## config.mk

```make
export PLATFORM = sky130hd
export DESIGN_NAME = uart_tx_arb
export DESIGN_NICKNAME = d
export VERILOG_FILES = /design/src/rtl/uart_tx_arb.sv
export SDC_FILE = /design/constraint.sdc
export NUM_CORES = 1
export LEC_CHECK = 0
export BUFFER_PORTS_ARGS = -buffer_cell sky130_fd_sc_hd__buf_2
export CORE_UTILIZATION = 50
export DETAILED_ROUTE_END_ITERATION = 7
export GPL_TIMING_DRIVEN = 0
export PLACE_DENSITY = 0.79
export REMOVE_ABC_BUFFERS = 1
export SYNTH_ARGS = -nofsm -noshare
export SYNTH_HDL_FRONTEND = slang
export SYNTH_SLANG_ARGS = --single-unit
```

## constraint.sdc

```tcl
create_clock -name clk -period 1.89 [get_ports clk]
set_input_delay 0.378 -clock clk [delete_from_list [all_inputs] [get_ports clk]]
set_output_delay 0.378 -clock clk [all_outputs]
set_load 0.03 [all_outputs]
```

## src/rtl/uart_tx_arb.sv

```systemverilog
// uart_tx_arb: round-robin arbiter/sequencer sharing one UART_tx among NREQ byte producers.
//
// Optional feature macro: UART_ARB_LOCK_EN (adds the lock input for back-to-back packets).
//
// Ports:
//   clk, rst_n         clock, asynchronous active-low reset
//   req      [NREQ]    level request per requester, held until its ack
//   req_data [8*NREQ]  byte of requester i at [8i+7:8i]
//   lock     [NREQ]    (UART_ARB_LOCK_EN only) keep the grant on the current requester
//   ack      [NREQ]    one-cycle pulse: byte of requester i captured and launched
//   done     [NREQ]    one-cycle pulse: byte of requester i fully shifted out
//   err                one-cycle pulse on watchdog timeout
//   busy               state is not IDLE
//   trmt, tx_data      launch strobe and byte to UART_tx (tx_data registered)
//   tx_done            frame-complete level from UART_tx
module uart_tx_arb #(
  parameter int unsigned NREQ    = 4,
  parameter int unsigned TMO_CYC = 8191
) (
  input  logic              clk,
  input  logic              rst_n,
  input  logic [NREQ-1:0]   req,
  input  logic [8*NREQ-1:0] req_data,
`ifdef UART_ARB_LOCK_EN
  input  logic [NREQ-1:0]   lock,
`endif
  output logic [NREQ-1:0]   ack,
  output logic [NREQ-1:0]   done,
  output logic              err,
  output logic              busy,
  output logic              trmt,
  output logic [7:0]        tx_data,
  input  logic              tx_done
);

  localparam int unsigned     IdxW    = $clog2(NREQ);
  localparam int unsigned     WdW     = $clog2(TMO_CYC + 1);
  localparam logic [IdxW-1:0] LastIdx = IdxW'(NREQ - 1);
  localparam logic [WdW-1:0]  WdLast  = WdW'(TMO_CYC - 1);
  localparam logic [NREQ-1:0] OneHot0 = NREQ'(1);

  typedef enum logic [1:0] {StIdle, StLaunch, StWait} state_e;

  state_e          state_q, state_d;
  logic [IdxW-1:0] rr_ptr_q, rr_ptr_d;
  logic [IdxW-1:0] gnt_idx_q, gnt_idx_d;
  logic [7:0]      tx_data_q, tx_data_d;
  logic [WdW-1:0]  wdog_q, wdog_d;
  logic [NREQ-1:0] done_q, done_d;
  logic            err_q, err_d;
  // Current grant is a locked re-grant, so the round-robin pointer must hold.
  logic            relock_q, relock_d;

  logic            rr_found;
  logic [IdxW-1:0] rr_idx;
  logic            regrant;

  // Locked re-grant is only possible in the IDLE cycle that carries done for the
  // current holder; a timeout pulses no done, so it drops the lock by construction.
`ifdef UART_ARB_LOCK_EN
  assign regrant = (|done_q) & lock[gnt_idx_q] & req[gnt_idx_q];
`else
  assign regrant = 1'b0;
`endif

  // First requesting index at or above rr_ptr, wrapping modulo NREQ.
  always_comb begin
    rr_found = 1'b0;
    rr_idx   = '0;
    for (int unsigned k = 0; k < NREQ; k++) begin
      if (!rr_found && req[(32'(rr_ptr_q) + k) % NREQ]) begin
        rr_found = 1'b1;
        rr_idx   = IdxW'((32'(rr_ptr_q) + k) % NREQ);
      end
    end
  end

  always_comb begin
    state_d   = state_q;
    rr_ptr_d  = rr_ptr_q;
    gnt_idx_d = gnt_idx_q;
    tx_data_d = tx_data_q;
    wdog_d    = wdog_q;
    done_d    = '0;
    err_d     = 1'b0;
    relock_d  = relock_q;
    unique case (state_q)
      StIdle: begin
        if (regrant) begin
          tx_data_d = req_data[8*gnt_idx_q +: 8];
          relock_d  = 1'b1;
          state_d   = StLaunch;
        end else if (rr_found) begin
          gnt_idx_d = rr_idx;
          tx_data_d = req_data[8*rr_idx +: 8];
          relock_d  = 1'b0;
          state_d   = StLaunch;
        end
      end
      StLaunch: begin
        if (!relock_q) begin
          rr_ptr_d = (gnt_idx_q == LastIdx) ? '0 : gnt_idx_q + 1'b1;
        end
        wdog_d  = '0;
        state_d = StWait;
      end
      StWait: begin
        if (wdog_q != '1) begin
          wdog_d = wdog_q + 1'b1;
        end
        if (tx_done) begin
          done_d  = OneHot0 << gnt_idx_q;
          state_d = StIdle;
        end else if (wdog_q == WdLast) begin
          err_d   = 1'b1;
          state_d = StIdle;
        end
      end
      default: state_d = StIdle;
    endcase
  end

  always_ff @(posedge clk or negedge rst_n) begin
    if (!rst_n) begin
      state_q   <= StIdle;
      rr_ptr_q  <= '0;
      gnt_idx_q <= '0;
      tx_data_q <= 8'h00;
      wdog_q    <= '0;
      done_q    <= '0;
      err_q     <= 1'b0;
      relock_q  <= 1'b0;
    end else begin
      state_q   <= state_d;
      rr_ptr_q  <= rr_ptr_d;
      gnt_idx_q <= gnt_idx_d;
      tx_data_q <= tx_data_d;
      wdog_q    <= wdog_d;
      done_q    <= done_d;
      err_q     <= err_d;
      relock_q  <= relock_d;
    end
  end

  // Strobes decode from registered state only, never from req.
  assign busy    = (state_q != StIdle);
  assign trmt    = (state_q == StLaunch);
  assign ack     = trmt ? (OneHot0 << gnt_idx_q) : '0;
  assign done    = done_q;
  assign err     = err_q;
  assign tx_data = tx_data_q;

endmodule

```

After elaboration in Yosys (flattened, before gate mapping)
Index checks and enable logic that the tools add are counted.
{ "totals": {"regBits": 32, "latch_bits": 0, "ram_bits": 0, "rom_bits": 0, "inputBits": 39, "mem_count": 0} }
{ "classes": {"addsub": 5, "n_mul": 0, "div": 0, "n_lt_le_gt_ge": 4, "n_eq_ne": 8, "shift": 2, "muxes": 29, "bitwise": 0, "reduce_logical": 12} }
{ "ops": {"columns": ["cell", "n"], "rows": [
  ["32-bit by 6-bit indexed part select with 8-bit output", 1],
  ["13-bit case mux with 2 select lines", 1],
  ["2-bit 2-to-1 mux", 8],
  ["13-bit by 1-bit adder with 13-bit output, second input constant", 1],
  ["13-bit equality test, second input constant", 1],
  ["13-bit 2-to-1 mux", 1],
  ["13-bit inequality test, second input constant", 1],
  ["2-bit by 3-bit less-than comparator with 1-bit output, second input constant", 4],
  ["4-bit 2-to-1 mux", 3],
  ["1-bit 2-to-1 mux", 11],
  ["1-bit binary-select mux with 2-bit select", 4],
  ["2-bit case mux with 3 select lines", 1],
  ["2-bit AND reduction", 3],
  ["2-bit by 1-bit adder with 2-bit output, second input constant", 2],
  ["2-bit adder, second input constant", 2],
  ["2-bit equality test, second input constant", 2],
  ["2-bit inequality test, second input constant", 2],
  ["2-bit nonzero test", 2],
  ["1-bit by 2-bit left shift with 4-bit output, first input constant", 1],
  ["1-bit logical AND", 3],
  ["1-bit zero test", 3],
  ["3-bit inequality test, second input constant", 1],
  ["2-bit by 1-bit equality test with 1-bit output, second input constant", 1],
  ["2-bit zero test", 1]
]} }

Depth between registers and ports, before layout
Gate-level depths: netlist of the first run.
{ "depth": {"ltp_word": 14, "ltp_mapped": 7} }

Worst setup path before layout of the first run
OpenSTA, ideal clock, no wires.
{ "synth_path": {"path_type": "register to register", "startpoint": "reg state_q[1]", "endpoint": "reg tx_data_q[4] (netlist: tx_data[4])", "setup_ns": 0.091, "arrival_ns": 1.674, "t_required_ns": 1.799, "slack_ns": 0.126, "path_stages_with_launch": 7, "path_buffers": 2, "period_less_slack_ns": 1.764, "path_cell_list": "dfrtp_1 > or2_1 > or2_1 > buf_6 > or2_1 > buf_6 > o221ai_1"} }
{ "synth_via": {"elab_chain_len": 2} }
{ "synth_lines": {"columns": ["item", "line_no", "rtl"], "rows": [
  ["start: declaration", "44", "state_e state_q, state_d;"],
  ["start signal: assignment", "125", "state_q <= StIdle;"],
  ["start signal: assignment", "134", "state_q <= state_d;"],
  ["2-bit zero test", "87", "unique case (state_q)"],
  ["2-bit AND reduction (no line)", null, null],
  ["end signal: assignment", "137", "tx_data_q <= tx_data_d;"],
  ["end: declaration", "47", "logic [7:0] tx_data_q, tx_data_d;"]
]} }
No other way between the ends.
A chain may end at the register's enable or synchronous reset.

Final worst setup path of the first run
{ "layout_path": {"startpoint": "reg state_q[1]", "endpoint": "out ack[2]"} }
{ "layout_via": {"elab_chain_len": 2} }
{ "layout_lines": {"columns": ["item", "line_no", "rtl"], "rows": [
  ["2-bit by 1-bit equality test with 1-bit output", "147", "assign trmt = (state_q == StLaunch);"],
  ["4-bit 2-to-1 mux", "148", "assign ack = trmt ? (OneHot0 << gnt_idx_q) : '0;"],
  ["end: declaration", "27", "output logic [NREQ-1:0] ack,"]
]} }
No other way between the ends.

==> results.cfg, run 1 <==
[run_status]
status = finished clean

[yosys]
netlist_top_cells_area = dfrtp_1 47%, mux2i_1 10%, ha_1 4.4%, nand2_1 4.1%, o221ai_1 4.1%
avgSynthCellArea_sq_um = 10.06
synthFlopType = dfrtp_1
yosysSeqAreaShare = 0.4655
yosysWarnings = 0
synth_area_sq_um = 1720
synth_edf_count = 0
synth.most_common_cell = dfrtp_1
synth_common_cells = 32 x dfrtp_1, 19 x nand2_1, 18 x mux2i_1
synthCells = 171
synth_area_leader_cell = dfrtp_1
ys_ff_latch = 32
netlist.area_leader.share = 0.4655
async_flop_share = 1.000
ys_types = 35

[clocking]
cts_hold_buf = 0
htree_levels = 2
root_buffer = clkbuf_4
numCtsBuffers = 5
cts_tree = yes
clk_path_buf_depth = 2
clock-sinks = 32
path_clk_slew_ns = 0.11
clock_latency_ns = 0.33

[floorplan]
coreArea_sq_um = 3153
die_x_um = 60.66
die_area_sq_um = 3680
start_util = 0.5456
die-height_um = 60.66
io_pins = 58
rows = 20

[grt]
grt_pass1_vias = 1296
grt_pass1_wl_mm = 5.720
grt_remaining_overflow = 0
grt_max_degree = 33
antenna_found_initial = 0
grt_usage = 0.2170

[hold_path]
hold_path_class = primary input to asynchronous set/reset pin

[sta]
max_freq_ghz = 0.5575
period_share = 0.9490
hold_slack_ns = 0.07828
postLayoutSetupSlackWorst_ns = 0.09640
rsz0062_at_grt = false
period_minus_slack_ns = 1.794
clock_skew_ns = 0.01852
slew_viol_final = 0
tightest_slew_ns = 0.6874
hold_viol_final = 0
tns_ns = 0
relSlewSlack = 0.5418
setup_viol = 0

[cells_and_area]
n_antenna_cell = 0
area_growth_pct = 25.96
layout-drive-gt1-share = 0.3305
nets = 280

[setup_path]
critical_path_class = flip-flop to output pin
critPathLaunchType = flip-flop
required_ns = 1.51
endpoint_kind = output pin
arrival_ns = 1.42
reg2reg_slack_ns = 0.15
crit_path_max_fanout = 9

[placed_design]
port_buffers = 57
hpwl_mm = 2.693
preCtsSetupSlack_ns = -0.2573
routabilityCongestion = 0.7491

[drt]
wl_per_cell_um = 13.10
num_vias = 1522
first_iter_violations = 56
ant_nets = 0
route.detailed.drc = 0
vias_per_cell = 5.436
dr.pass1.iters = 4
drt-total-wl_mm = 3.669

[power]
p_leak_nw = 1.104
power_density_nw_per_um2 = 1347
ir_drop_mv = 0.7363

[job]
maxCapViolations = 0
-- registers in the layout (all words and copies together), names as in the netlist --
signal / count
gnt_idx_q: 2
rr_ptr_q: 2
done: 4
state_q: 2
tx_data: 8
wdog_q: 13
err: 1
-- layer usage --
metal	part of all wire	vias to the layer above	wire length, um	global-route usage
li1	-	755	-	-
met1	0.46	724	1670	0.2871
met2	0.49	39	1783	0.3407
met3	0.043	4	158	0.04478
met4	0.015	0	56	0.1071
met5	0	-	0	0
-- critical path: stages, from the launching register on --
cell and delay (ns):
dfrtp_2 0.44, nand2b_4 0.17, clkinv_2 0.13, and2_1 0.18, buf_2 0.17
-- power by group --
group	internal [W]	switching (W)	leakage, nW
logic	0.000533	0.000870	0.642
clock network	0.000277	0.000226	0.0422
registers	0.000866	0.000147	0.420
total	0.00168	0.00124	1.10
-- repair_timing --
action	CTS	global route
endpoints found under the setup margin	13	15
buffers inserted	1	3
pin swaps	1	0
resized for setup	6	4
-- layout make-up --
class | count | area (sq um)
fillers | 280 | 985.9
flip-flops and latches | 32 | 803.3
clock buffers | 6 | 41.29
clock inverters | 2 | 35.03
repair buffers | 62 | 326.6
well taps | 44 | 55.05
multi-input cells | 125 | 870.8
inverters | 9 | 35.03
-- placed cells by master (no fill, tap or decap), types with 3 or more instances in the layout --
master	n
o21ai_0	7
inv_1	8
nand3_1	7
mux2i_1	18
and3_1	5
nand4_1	3
buf_2	57
nand2_1	18
dfrtp_1	30
o221ai_1	8
buf_4	4
ha_1	6
a21oi_1	6
and2_1	4
clkbuf_4	5
o31ai_1	5
nor4_1	3
o211ai_1	5
nor2_1	7
-- final timing paths --
check	from	endpoint	depth (start not counted)
min in group clk	tx_done	err$_DFF_PN0_	2
setup / recovery	state_q[1]$_DFFE_PN0P_	ack[2]	4
setup reg to reg	wdog_q[5]$_DFFE_PN0P_	wdog_q[3]$_DFFE_PN0P_	5
max in group asynchronous	rst_n	state_q[1]$_DFFE_PN0P_	1
hold reg to reg	wdog_q[8]$_DFFE_PN0P_	wdog_q[8]$_DFFE_PN0P_	1
hold / removal	rst_n	gnt_idx_q[0]$_DFFE_PN0P_	1
-- logic make-up after synthesis --
kind of cell / Yosys count / synth area share
compound gates: 38 / 0.1513
xor+xnor: 2 / 0.01018
fa+ha+maj: 6 / 0.04364
buf+inv: 14 / 0.04363
flops: 32 / 0.4655
mux: 18 / 0.1047
simple gates: 61 / 0.1811
-- per-stage QoR --
step / cell area [sq um] / total power [W] / cells / util
after floorplan: 1679 / 0.001914 / 166 / -
after global placement: 2019 / 0.002274 / 267 / 0.6405
after detailed placement: 2036 / 0.002312 / 268 / 0.6456
after CTS: 2137 / 0.002866 / 277 / 0.6778
after global routing: 2167 / 0.003125 / 280 / 0.6873
final: 2167 / 0.002919 / 280 / 0.6873
Note: power is estimated with default switching activity, not from simulation.
==> inputs of run 2 (changes only) <==
--- a/config.mk
+++ b/config.mk
@@ -11,6 +11,7 @@
 export GPL_TIMING_DRIVEN = 0
 export PLACE_DENSITY = 0.79
 export REMOVE_ABC_BUFFERS = 1
+export SETUP_SLACK_MARGIN = 0.3
 export SYNTH_ARGS = -nofsm -noshare
 export SYNTH_HDL_FRONTEND = slang
 export SYNTH_SLANG_ARGS = --single-unit
==> run 2 against run 1 <==
Compared with the run above:
- die area unchanged
- power rose by 16%
- flip-flop and latch count unchanged
- combinational power increased by 32%
- first-iteration DRC count grew 120%
- hold slack got worse by 0.030 ns
- worst setup slack better by 0.075 ns
- via count is 9.2% higher
- wire length rose by 27%
- critical path depth unchanged
- critical path type unchanged
==> results.cfg, run 2 (same netlist as run 1, synthesis figures left out) <==
[sta]
hold_slack_ns = 0.04846
relSlewSlack = 0.5373
postLayoutSetupSlackWorst_ns = 0.1715
hold_viol_final = 0
tightest_slew_ns = 0.6941
tns_ns = 0
setup_viol = 0
rsz0062_at_grt = true
period_minus_slack_ns = 1.718
period_share = 0.9092
max_freq_ghz = 0.5819
clock_skew_ns = 0.01858
slew_viol_final = 0

[grt]
antenna_found_initial = 0
grt_remaining_overflow = 0
grt_usage = 0.2437
grt_pass1_wl_mm = 6.375
grt_max_degree = 33
grt_pass1_vias = 1382

[cells_and_area]
largest_reg_flops = 13
nets = 297
final_common_cell = buf_2
nFillCells = 208
final_area_sq_um = 2444
mostFrequentLayoutCells = 51 x buf_2, 29 x dfrtp_1, 18 x nand2_1, 18 x buf_4, 16 x mux2i_1
multi_input_area_sq_um = 978.4
top_register = wdog_q
regArea_sq_um = 804.5
layout-drive-gt1-share = 0.4664
n_antenna_cell = 0
area_growth_pct = 42.04

[floorplan]
io_pins = 58
start_util = 0.5456
die-height_um = 60.66
rows = 20
die_area_sq_um = 3680
die_x_um = 60.66
coreArea_sq_um = 3153

[setup_path]
crit_family = flip-flops
crit_path_max_fanout = 4
required_ns = 1.51
path_cells = inv_2, ha_2, and2_4, buf_6
critical_path_class = flip-flop to output pin
arrival_ns = 1.34
critPathBufInv = 2
slowest_stage = dfrtp_1
critPathLaunchType = flip-flop
endpoint_kind = output pin
critPathMaxStageDelay_ns = 0.44

[clocking]
numCtsBuffers = 5
path_clk_slew_ns = 0.11
root_buffer = clkbuf_4
clock_latency_ns = 0.36
cts_tree = yes
clock-sinks = 32
clk_path_buf_depth = 2
htree_levels = 2

[job]
maxCapViolations = 0

[power]
p_leak_nw = 1.214
ir_drop_mv = 0.7573
power_density_nw_per_um2 = 1385
p_total_w = 0.003383

[placed_design]
preCtsSetupSlack_ns = -0.2573
port_buffers = 57
dpl_cell_area_sq_um = 2036
routabilityCongestion = 0.7491
hpwl_mm = 2.693

[drt]
route.detailed.drc = 0
drt-total-wl_mm = 4.662
vias_per_cell = 5.596
dr.pass1.iters = 4
wl_per_cell_um = 15.70
num_vias = 1662
ant_nets = 0
first_iter_violations = 121

[hold_path]
hold_path_class = primary input to asynchronous set/reset pin

[run_status]
status = finished clean
run 2: final cells by class:
cell class / instances / area share
multi-input combinational: 126 / 0.4004
clock inverter: 2 / 0.01434
inverter: 9 / 0.01792
clock buffer: 6 / 0.01690
tap: 44 / 0.02253
sequential: 32 / 0.3292
timing repair buffer: 78 / 0.1987
run 2: routing by layer:
layer / wire length, um / vias to the layer above / part of all wire / track usage
li1: - / 800 / - / -
met1: 1942 / 804 / 0.42 / 0.3214
met2: 2413 / 47 / 0.52 / 0.3893
met3: 192 / 11 / 0.041 / 0.04478
met4: 113 / 0 / 0.024 / 0.1169
met5: 0 / - / 0 / 0
run 2: path summary, 6_finish.rpt:
check | cells after the start | to | slack [ns] | startpoint
min reg2reg | 1 | wdog_q[8]$_DFFE_PN0P_ | 0.48 | wdog_q[8]$_DFFE_PN0P_
max in group asynchronous | 1 | state_q[1]$_DFFE_PN0P_ | 1.35 | rst_n
max | 4 | ack[0] | 0.17 | gnt_idx_q[0]$_DFFE_PN0P_
min in group clk | 2 | err$_DFF_PN0_ | 0.27 | tx_done
min | 1 | rr_ptr_q[0]$_DFFE_PN0P_ | 0.05 | rst_n
max reg2reg | 6 | tx_data[1]$_DFFE_PN0P_ | 0.24 | rr_ptr_q[1]$_DFFE_PN0P_
run 2: power breakdown:
part	switching (W)	internal [W]
Combinational	0.00105	0.000805
Sequential	0.000144	0.000868
Clock	0.000243	0.000277
Total	0.00143	0.00195
run 2: repair_timing:
item | 4_1_cts | 5_1_grt
setup buffers | 8 | 11
gates resized for setup | 37 | 20
hold buffers | 0 | 0
setup endpoints to repair | 26 | 26
cloned | 2 | 0
pin swaps | 6 | 6
run 2: metrics by stage:
stage | util | instances
after global routing | 0.7750 | 297
final | 0.7750 | 297
after global placement | 0.6405 | 267
after floorplan | - | 166
after detailed placement | 0.6456 | 268
after CTS | 0.7238 | 286
